[config.mk]
export PLATFORM = sky130hd
export DESIGN_NAME = uart_tx_arbiter
export DESIGN_NICKNAME = d
export VERILOG_FILES = /design/src/rtl/uart_tx_arbiter.sv
export SDC_FILE = /design/constraint.sdc
export NUM_CORES = 1
export LEC_CHECK = 0
export CAP_MARGIN = 20
export CORE_UTILIZATION = 53
export CTS_CLUSTER_SIZE = 24
export DETAILED_ROUTE_END_ITERATION = 10
export GPL_TIMING_DRIVEN = 0
export PLACE_DENSITY = 0.79
export SYNTH_ARGS = -nofsm -noshare
export SYNTH_HDL_FRONTEND = slang
export SYNTH_SLANG_ARGS = --single-unit
[constraint.sdc]
create_clock -name Clk -period 2.53 [get_ports Clk]
set_clock_uncertainty 0.2 [all_clocks]
set_input_delay 0.506 -clock Clk [delete_from_list [all_inputs] [get_ports Clk]]
set_output_delay 0.506 -clock Clk [all_outputs]
set_load 0.005 [all_outputs]
[src/rtl/uart_tx_arbiter.sv]
// Round-robin arbiter sharing one UART transmitter among NREQ byte sources.
// One byte per frame: latch winner, pulse TxEn, await TxDone, ack, then gap.
module uart_tx_arbiter #(
   parameter int NREQ       = 2,
   parameter int GAP_CYCLES = 16,
   parameter int TIMEOUT    = 131072
) (
   input  logic              Clk,
   input  logic              Rst_n,
   input  logic [NREQ-1:0]   Req,
   input  logic [8*NREQ-1:0] ReqData,
   output logic [NREQ-1:0]   Ack,
   output logic              TxEn,
   output logic [7:0]        TxData,
   input  logic              TxDone,
   output logic              Busy,
   output logic [2:0]        Owner,
   output logic              Err
);

   localparam int TW = (TIMEOUT > 0) ? $clog2(TIMEOUT + 1) : 1;
   localparam int GW = (GAP_CYCLES > 0) ? $clog2(GAP_CYCLES + 1) : 1;
   localparam logic [TW-1:0] T_LAST = TW'((TIMEOUT > 0) ? TIMEOUT - 1 : 0);
   localparam logic [GW-1:0] G_LAST = GW'((GAP_CYCLES > 0) ? GAP_CYCLES - 1 : 0);

   typedef enum logic [1:0] {
      S_IDLE,
      S_LOAD,
      S_WAIT,
      S_GAP
   } state_t;

   state_t          state;
   logic [2:0]      ptr;
   logic [TW-1:0]   tcnt;
   logic [GW-1:0]   gcnt;

   logic [NREQ-1:0] elig;
   logic [NREQ-1:0] rot;
   logic [3:0]      off;
   logic [3:0]      sum;
   logic            any_elig;
   logic [2:0]      win;
   logic [2:0]      nxt_ptr;

   // Pick the first eligible requester at or after ptr, wrapping at NREQ.
   always_comb begin
      elig     = Req & ~Ack;
      rot      = NREQ'({elig, elig} >> ptr);
      any_elig = |rot;
      off      = '0;
      for (int k = NREQ - 1; k >= 0; k--) begin
         if ((rot & (NREQ'(1) << k)) != '0) off = 4'(k);
      end
      sum = {1'b0, ptr} + off;
      if (sum >= 4'(NREQ)) sum = sum - 4'(NREQ);
      win     = sum[2:0];
      nxt_ptr = (Owner == 3'(NREQ - 1)) ? 3'd0 : Owner + 3'd1;
   end

   // Frame sequencer: grant, start pulse, completion/timeout wait, inter-frame gap.
   always_ff @(posedge Clk) begin
      if (!Rst_n) begin
         state  <= S_IDLE;
         ptr    <= '0;
         tcnt   <= '0;
         gcnt   <= '0;
         Ack    <= '0;
         TxEn   <= 1'b0;
         TxData <= 8'h00;
         Busy   <= 1'b0;
         Owner  <= '0;
         Err    <= 1'b0;
      end else begin
         TxEn <= 1'b0;
         Ack  <= '0;
         Err  <= 1'b0;
         unique case (state)
            S_IDLE: begin
               if (any_elig) begin
                  TxData <= 8'(ReqData >> {win, 3'b000});
                  Owner  <= win;
                  Busy   <= 1'b1;
                  TxEn   <= 1'b1;
                  state  <= S_LOAD;
               end
            end
            S_LOAD: begin
               tcnt  <= '0;
               state <= S_WAIT;
            end
            S_WAIT: begin
               if (TxDone || (TIMEOUT > 0 && tcnt == T_LAST)) begin
                  if (TxDone) Ack <= NREQ'(1) << Owner;
                  else        Err <= 1'b1;
                  ptr  <= nxt_ptr;
                  gcnt <= '0;
                  if (GAP_CYCLES == 0) begin
                     Busy  <= 1'b0;
                     state <= S_IDLE;
                  end else begin
                     state <= S_GAP;
                  end
               end else begin
                  tcnt <= tcnt + 1'b1;
               end
            end
            S_GAP: begin
               if (gcnt == G_LAST) begin
                  Busy  <= 1'b0;
                  state <= S_IDLE;
               end else begin
                  gcnt <= gcnt + 1'b1;
               end
            end
         endcase
      end
   end

endmodule

==> flow_summary.json <==
{
  "crit_path_max_incr_delay_ps": 390,
  "synthTopCellsByArea": "dfxtp_1 (39%), a21oi_1 (5.1%), mux2i_1 (4.5%), ha_1 (3.9%), nand3_1 (3.3%)",
  "dr.pass1.iters": 4,
  "fmax_mhz": 428,
  "final_common_cell": "dfxtp_1",
  "cts_hold_buf": 0,
  "cts_made_buffers": 5,
  "gr-total-overflow": 0,
  "seqPwrFrac_pct": 42.3,
  "status": "finished clean",
  "grt_antenna_before_repair": 0,
  "fill_cells": 345,
  "grt_pass1_vias": 1851,
  "crit_required_ps": 2550,
  "rsz0062_at_grt": "false",
  "layout_common_cells": "dfxtp_1 (44), clkdlybuf4s50_1 (35), a21oi_1 (23), nand3_1 (15), nand2_1 (14)",
  "fin_crit_sh_pct": 92.4,
  "synthesis.nets": 281,
  "post_cts_buffers": 0,
  "synth.avg_cell_area_um2": 8.89,
  "crit_start": "tcnt[0]",
  "setup_viol": 0,
  "io-pin-count": 37,
  "synthFlopType": "dfxtp_1",
  "crit_fanout": 10,
  "drtIter0Drc": 144,
  "grt_start_max_net_pins": 13,
  "grt_util_all_layers_pct": 25.4,
  "cp-end-kind": "flop",
  "tightest_slew_ps": 652,
  "die_x_um": 67.1,
  "htree_num_levels": 2,
  "numPortBuffers": 35,
  "wire_per_inst_um": 15.5,
  "syn_to_final_growth_pct": 21.9,
  "hold_path_class": "reg -> reg",
  "max-slew-margin-rel_pct": 56.5,
  "ys_seq_elements": 44,
  "crit_cells": 7,
  "finalNetCount": 323,
  "p_switching_uw": 706,
  "utilization_pct": 68.0,
  "synth_cells": 253,
  "path_delay_family": "compound AO/OA/AOI/OAI gates",
  "r2r_start": "tcnt[0]",
  "hpwl_um": 3940,
  "synth_area_leader_cell": "dfxtp_1",
  "yosysTopAreaCellShare_pct": 39.2,
  "rows": 23,
  "crit_slowest_cell": "dfxtp_1",
  "cts-resized-gates": 0,
  "cts-root-buf": "clkbuf_8",
  "routed_wl_um": 5360,
  "grt_pass1_wl_um": 8490,
  "coreArea_um2": 4030,
  "clk_latency_ps": 300,
  "viasPerCell": 6.18,
  "reg2reg_to": "state[0]",
  "final_max_slew_viol_count": 0,
  "start_util_pct": 55.8,
  "ys_warn_count": 0,
  "cts_tree": "yes",
  "worstPathArrival_ps": 2350,
  "r2r_slack_ps": 190,
  "cp_cell_sequence": "ha_1 -> and4_1 -> nand4_1 -> o21ai_2 -> buf_4 -> nand3_2 -> a221oi_2",
  "antennaDiodeCount": 0,
  "power.density_nw_per_um2": 724,
  "clkTransAtPathRegs_ps": 80,
  "startpoint_type": "flop",
  "antenna_left": 0,
  "die_h_um": 67.1,
  "place_congestion": 0.793,
  "cellInternalPower_mw": 1.28,
  "hold_depth": 2,
  "async_flop_share_pct": 0,
  "drive_gt1_share_pct": 7.12,
  "vias": 2131,
  "hold_violations": 0,
  "crit_path_end": "state[0]",
  "cp.buffers_inverters": 1,
  "synth_cell_types": 49,
  "synth_area_um2": 2250,
  "r2r_cells": 7,
  "cts.sinks": 44,
  "clock_path_buffers": 2,
  "criticalPathCategory": "reg -> reg",
  "synth-edff-count": 0,
  "vdd_ir_drop_max_mv": 0.425,
  "swShare_pct": 35.6,
  "die_area_um2": 4510,
  "clock_power_share_pct": 21.0,
  "drc_errors": 0,
  "leakage_nw": 0.963,
  "timing.final.crit_period_ps": 2340,
  "maxCapViolations": 0,
  "whs_ps": 283,
  "p_comb_share_pct": 36.7,
  "seq_area_frac_synth_pct": 39.2
}
==> final cells by class <==
class                   count  area (um2)  share of cell area (%)
inverters                   9        33.8                    1.23
well taps                  50        62.6                    2.28
multi-input cells         190        1290                    47.1
clock buffers               6        72.6                    2.65
repair buffers             35         350                    12.8
plain buffers              10        43.8                    1.60
flip-flops and latches     44         881                    32.1
clock inverters             1        5.00                   0.183
==> logic make-up (layout without fill, tap and decap cells) <==
logic type / Yosys count / count (layout) / share of synthesized area, %
flops: 44 / 44 / 39.2
compound gates: 84 / 84 / 26.2
xor+xnor: 1 / 1 / 0.390
fa+ha+maj: 7 / 7 / 3.90
mux: 11 / 11 / 4.95
simple gates: 87 / 87 / 22.0
buf+inv: 19 / 61 / 3.34
==> layer usage <==
| layer | up-vias | share of wire, % | global-route usage, % |
|---|---|---|---|
| met5 | - | 0 | 0 |
| li1 | 1054 | - | - |
| met4 | 0 | 1.4 | 13.0 |
| met2 | 54 | 48 | 39.8 |
| met1 | 1016 | 46 | 33.2 |
| met3 | 7 | 4.5 | 4.90 |
==> worst reg2reg max path, stage by stage (launching register included) <==
cell      delay [ps]
dfxtp_1          390
ha_1             210
and4_1           300
nand4_1          200
o21ai_2          340
buf_4            250
nand3_2          110
a221oi_2         270
==> how the worst min path moves through the flow <==
stage / startpoint / to / slack (ps)
floorplan: gcnt[3] / gcnt[3] / 240
global placement: gcnt[3] / gcnt[3] / 260
detailed placement: gcnt[3] / gcnt[3] / 270
CTS: gcnt[3] / gcnt[3] / 280
global route: gcnt[2] / gcnt[2] / 320
finish: gcnt[3] / gcnt[3] / 280
==> per-stage QoR <==
stage | setup WS, ps | setup TNS, ps | instances | instance area (um2) | power [mW]
6_report | 192 | 0 | 345 | 2740 | 1.98
5_1_grt | 64.0 | 0 | 345 | 2740 | 2.11
4_1_cts | 180 | 0 | 345 | 2740 | 1.99
3_5_place_dp | -135 | -665 | 338 | 2660 | 1.57
3_3_place_gp | -84.2 | -111 | 338 | 2660 | 1.56
2_1_floorplan | 437 | 0 | 253 | 2250 | 1.28
==> synthesized netlist by cell type, types with 3 or more instances <==
cell type	count
a21oi_1	23
o41ai_1	4
inv_1	9
o21ai_0	13
o31ai_1	3
o2111ai_1	4
o211ai_1	4
ha_1	7
dfxtp_1	44
nor2b_1	4
clkbuf_1	9
nor3b_1	4
a2111o_1	5
nand4_1	7
a21o_1	3
mux2i_1	10
nand2_1	14
nor3_1	7
o21a_1	5
nand3_1	15
nor4_1	3
o31a_1	3
nand2b_1	4
a311oi_1	3
nor2_1	11
or4_1	3
and3_1	3
==> flip-flops by register name, summed over array words and instances (netlist names) <==
signal	cells
TxData	8
Ack	2
Busy	1
Owner	3
Err	1
tcnt	18
gcnt	5
ptr	3
state	2
TxEn	1
==> power by group through the flow <==
stage                     logic [mW]  registers [mW]  clock network, mW
final                          0.728           0.839              0.417
after global routing           0.806           0.852              0.454
after global placement         0.713           0.851                  0
after floorplan                0.433           0.850                  0
after detailed placement       0.719           0.852                  0
after CTS                      0.724           0.838              0.427
Power figures use the tool's default switching activity.
